===== config.mk =====
export PLATFORM = sky130hd
export DESIGN_NAME = sync_ram_sdp
export DESIGN_NICKNAME = d
export VERILOG_FILES = /design/src/rtl/ram_defs.sv /design/src/rtl/ram_clear_seq.sv /design/src/rtl/sync_ram_sdp.sv
export SDC_FILE = /design/constraint.sdc
export NUM_CORES = 1
export LEC_CHECK = 0
export BUFFER_PORTS_ARGS = -buffer_cell sky130_fd_sc_hd__clkbuf_2
export CAP_MARGIN = 20
export CORE_MARGIN = 8
export CORE_UTILIZATION = 53
export CTS_CLUSTER_DIAMETER = 30
export DETAILED_ROUTE_END_ITERATION = 10
export PLACE_DENSITY = 0.74
export SETUP_SLACK_MARGIN = 0.15
export SLEW_MARGIN = 10
export SYNTH_ARGS = -nofsm -noshare
export SYNTH_HDL_FRONTEND = slang
export SYNTH_SLANG_ARGS = --single-unit
export TNS_END_PERCENT = 5

===== constraint.sdc =====
create_clock -name clk -period 1.62 [get_ports clk]
set_input_delay 0.162 -clock clk [delete_from_list [all_inputs] [get_ports clk]]
set_output_delay 0.162 -clock clk [all_outputs]
set_load 0.02 [all_outputs]

===== src/rtl/ram_defs.sv =====
// Shared definitions for the simple-dual-port RAM and its clear sequencer.
package ram_defs;

    // Clear sequencer states
    typedef enum logic {
        ST_CLEAR = 1'b0,
        ST_READY = 1'b1
    } state_t;

    // Same-address read-during-write policies
    localparam int RDW_READ_FIRST  = 0;
    localparam int RDW_WRITE_FIRST = 1;

endpackage


===== src/rtl/ram_clear_seq.sv =====
// Post-reset clear sequencer: walks every address once, then reports ready.
module ram_clear_seq
    import ram_defs::*;
#(
    parameter int ADDR_W = 4
) (
    input  logic              clk,
    input  logic              rst,
    output logic              busy,
    output logic              clr_we,
    output logic [ADDR_W-1:0] clr_addr
);

    state_t            state;
    state_t            state_nxt;
    logic [ADDR_W-1:0] clr_cnt;

    // State register and clear address counter
    always_ff @(posedge clk) begin
        if (rst) begin
            state   <= ST_CLEAR;
            clr_cnt <= '0;
        end else begin
            state <= state_nxt;
            if (state == ST_CLEAR) begin
                clr_cnt <= clr_cnt + ADDR_W'(1);
            end
        end
    end

    // Next state: leave CLEAR on the edge that writes the all-ones address
    always_comb begin
        state_nxt = state;
        case (state)
            ST_CLEAR: if (clr_cnt == '1) state_nxt = ST_READY;
            ST_READY: state_nxt = ST_READY;
            default:  state_nxt = ST_CLEAR;
        endcase
    end

    // Outputs: busy and clear write strobe for the whole CLEAR state
    always_comb begin
        busy     = (state == ST_CLEAR);
        clr_we   = (state == ST_CLEAR);
        clr_addr = clr_cnt;
    end

endmodule


===== src/rtl/sync_ram_sdp.sv =====
// Single-clock simple-dual-port RAM with registered read, selectable read
// latency, read-valid strobe, read-during-write policy and post-reset clear.
module sync_ram_sdp
    import ram_defs::*;
#(
    parameter int                DATA_W   = 4,
    parameter int                ADDR_W   = 4,
    parameter int                READ_LAT = 1,
    parameter int                RDW_MODE = RDW_READ_FIRST,
    parameter logic [DATA_W-1:0] CLR_VAL  = '0
) (
    input  logic              clk,
    input  logic              rst,
    input  logic              wr_en,
    input  logic [ADDR_W-1:0] wr_addr,
    input  logic [DATA_W-1:0] wr_data,
    input  logic              rd_en,
    input  logic [ADDR_W-1:0] rd_addr,
    output logic [DATA_W-1:0] rd_data,
    output logic              rd_valid,
    output logic              busy
);

    localparam int DEPTH = 2 ** ADDR_W;

    logic [DATA_W-1:0] mem [DEPTH];

    logic              clr_we;
    logic [ADDR_W-1:0] clr_addr;
    logic              mem_we;
    logic [ADDR_W-1:0] mem_addr;
    logic [DATA_W-1:0] mem_data;
    logic              rd_go;
    logic              bypass;
    logic              s1_valid;
    logic [DATA_W-1:0] s1_data;

    ram_clear_seq #(
        .ADDR_W (ADDR_W)
    ) u_clear_seq (
        .clk      (clk),
        .rst      (rst),
        .busy     (busy),
        .clr_we   (clr_we),
        .clr_addr (clr_addr)
    );

    // Write port mux: the clear sequencer owns the array while busy
    always_comb begin
        mem_we   = wr_en && !rst;
        mem_addr = wr_addr;
        mem_data = wr_data;
        if (clr_we) begin
            mem_we   = !rst;
            mem_addr = clr_addr;
            mem_data = CLR_VAL;
        end
    end

    // Storage array, no reset
    always_ff @(posedge clk) begin
        if (mem_we) begin
            mem[mem_addr] <= mem_data;
        end
    end

    // Read acceptance and same-address write-first bypass
    always_comb begin
        rd_go  = rd_en && !busy;
        bypass = (RDW_MODE == RDW_WRITE_FIRST) && wr_en && (wr_addr == rd_addr);
    end

    // First read stage: array read (old data unless bypassed)
    always_ff @(posedge clk) begin
        if (rst) begin
            s1_valid <= 1'b0;
            s1_data  <= '0;
        end else begin
            s1_valid <= rd_go;
            if (rd_go) begin
                s1_data <= bypass ? wr_data : mem[rd_addr];
            end
        end
    end

    generate
        if (READ_LAT == 1) begin : g_lat1
            // Single stage drives the outputs directly
            always_comb begin
                rd_data  = s1_data;
                rd_valid = s1_valid;
            end
        end else if (READ_LAT == 2) begin : g_lat2
            logic [DATA_W-1:0] s2_data;
            logic              s2_valid;

            // Second output register, free-running, holds data between results
            always_ff @(posedge clk) begin
                if (rst) begin
                    s2_valid <= 1'b0;
                    s2_data  <= '0;
                end else begin
                    s2_valid <= s1_valid;
                    if (s1_valid) begin
                        s2_data <= s1_data;
                    end
                end
            end

            // Outputs from second stage
            always_comb begin
                rd_data  = s2_data;
                rd_valid = s2_valid;
            end
        end else begin : g_bad_lat
            $error("sync_ram_sdp: READ_LAT must be 1 or 2");
        end
    endgenerate

endmodule


==> impl_metrics.ini <==
[floorplanning]
coreArea_mm2 = 0.005507
start_util_pct = 54.74
io_pins = 22
die_h_um = 91.41
std_cell_rows = 27
die_w_um = 91.41
dieArea_mm2 = 0.008356

[worst_setup_path]
critPathMaxStageDelay_ns = 0.39
crit_buf_inv = 1
critPathMaxFanout = 6
worstSetupStartpoint = u_clear_seq.state
timing.rr.start = u_clear_seq.state
cp-end-kind = flop
crit_family = simple AND/OR/NAND/NOR gates
cp-start-kind = flop
cp_slowest_cell = dfxtp_4
worstPathRequired_ns = 1.67
worstPathCellList = mux2i_1 -> nor2b_4 -> nand2_2 -> nor2_1 -> buf_4
critical_path_class = reg2reg
cp.arrival_ns = 1.59

[clock_tree]
cts_sinks = 74
clk_latency_ns = 0.34
cts_hold_buffers = 0
clk_path_buf_depth = 2
cts_made_buffers = 9
htreeDepth = 3
cts_root_buf = clkbuf_8
path_clk_slew_ns = 0.07
cts_tree = done

[synth]
avgSynthCellArea_um2 = 16.75
syn-num-nets = 197
synth_ff_type = edfxtp_1
ys_types = 34
yosysSeqAreaShare_pct = 70.40
async_flop_share_pct = 0
synth_top_cells_by_count = edfxtp_1, nor2_1, dfxtp_1
ys_ff_latch = 74
yosysWarnings = 0
synth_area_mm2 = 0.003014
synth-edff-count = 64
synthCells = 180
synth_top_area_share_pct = 63.76
synth_most_common_cell = edfxtp_1
yosys.area.top_type = edfxtp_1
synth_area_leaders = edfxtp_1, mux4_2, dfxtp_1

[route]
ant_nets = 0
firstDrtPassIters = 4
first_iter_violations = 135
viasPerCell = 5.583
num_vias = 1675
post-route-drc-count = 0
drt_wl_total_mm = 5.792
wl_per_cell_um = 19.31

[grt]
grt_max_degree = 17
grt_overflow = 0
grt_pass1_vias = 1807
grt.total_usage_pct = 14.84
antenna_found_initial = 0
met3_usage_pct = 5.185
grtUsageMet2_pct = 22.87
use_met1_pct = 18.39
grt_pass1_wl_mm = 9.473
grt-busiest-layer = met2

[power]
pwr-share-comb_pct = 6.1
p_switching_mw = 0.7604
p_int_mw = 2.966
ir_drop_mv = 0.6859
powerDensity_mw_per_mm2 = 1024
leakagePower_nw = 1.255
p_seq_share_pct = 56.1
clockPowerShare_pct = 37.9
p_sw_share_pct = 20.41

[sta]
finalCritPeriodShare_pct = 95.00
drv_slew = 0
fin_skew_ns = 0.009288
fmax_mhz = 649.8
slew_headroom_pct = 62.71
final-setup-viol-count = 0
rsz0062_at_grt = true
period_minus_slack_ns = 1.539
tightest_slew_ns = 0.5594
hold_violations = 0
fin_hold_ws_ns = 0.09186

[min_path]
hp-start = rd_en
min_path_type = in2reg

[place]
gp_congestion = 0.8107
dpl.cell_count = 283
port_buffers = 21
hpwl_mm = 4.177

[finish]
final_nets = 240
instances_no_fill = 300
n_antenna_cell = 0
area_growth_pct = 20.67
drive_gt1_share_pct = 41.67
final_util_pct = 66.05

[job]
cap_violations = 0

[outcome]
status = finished, final reports clean
[flip-flops by register name (all words and copies together), names as in the netlist]
name                  count
mem                      64
rd_data                   4
u_clear_seq.state         1
u_clear_seq.clr_addr      4
rd_valid                  1
[layer usage]
metal,share of wire [%],vias up
li1,-,790
met1,43,825
met2,48,50
met3,6.8,10
met4,2.0,0
met5,0,-
[placed cells by master, fill, tap and decap left out, types with 4 or more instances in the layout]
| cell | instances |
|---|---|
| clkbuf_8 | 11 |
| dfxtp_1 | 8 |
| clkbuf_2 | 21 |
| mux2i_1 | 8 |
| nand2_2 | 4 |
| mux4_2 | 11 |
| buf_4 | 18 |
| and2_1 | 4 |
| edfxtp_1 | 64 |
| mux2_2 | 4 |
| nor2_1 | 16 |
| nor2_4 | 7 |
[cells by family (layout without fill, tap and decap cells)]
logic type               count (synthesis)  count (layout)  synth area share (%)
multiplexers                            26              26                 15.23
AND/OR/NAND/NOR                         48              48                 7.223
flip-flops                              74              74                 70.40
XOR/XNOR                                 3               3                0.8719
adder cells (fa/ha/maj)                  1               1                0.4150
buffers and inverters                   10              58                 1.619
AO/OA/AOI/OAI                           18              18                 4.234
[worst min-delay path: stages]
cell      delay [ns]
clkbuf_2        0.09
nand2_1         0.09
nor2_1          0.05
[power groups by stage]
| stage | logic, mW | clock network [mW] | registers, mW |
|---|---|---|---|
| finish | 0.227 | 1.41 | 2.09 |
| global placement | 0.194 | 0 | 2.13 |
| CTS | 0.204 | 1.44 | 2.09 |
| floorplan | 0.134 | 0 | 2.12 |
| detailed placement | 0.201 | 0 | 2.13 |
| global route | 0.246 | 1.51 | 2.09 |
[cell type report]
class | count | area [µm²]
repair buffers | 40 | 260.3
well taps | 72 | 90.09
inverters | 2 | 7.507
multi-input cells | 96 | 948.4
fillers | 365 | 1869
clock inverters | 5 | 52.55
clock buffers | 11 | 151.4
flip-flops and latches | 74 | 2127
[path summary, 6_finish.rpt]
kind | end | slack, ns | depth (start not counted)
setup / recovery | mem[7][3] | 0.08 | 5
hold / removal | rd_valid | 0.09 | 3
setup reg to reg | mem[7][3] | 0.08 | 5
hold reg to reg | u_clear_seq.state | 0.48 | 2
[stage by stage]
step	worst slack, ns	TNS [ns]	area [µm²]	total power [mW]
2_1_floorplan	0.1088	0	3025	2.256
3_3_place_gp	0.04292	0	3326	2.319
3_5_place_dp	-0.04010	-0.06978	3326	2.329
4_1_cts	0.07928	0	3538	3.726
5_1_grt	0.02203	0	3637	3.845
6_report	0.08098	0	3637	3.726
[repair_timing]
item,in CTS,in global routing
pin swaps,0,1
gates resized for setup,4,26
endpoints found under the setup margin,67,68
setup buffers,0,1
Power figures use the tool's default switching activity.
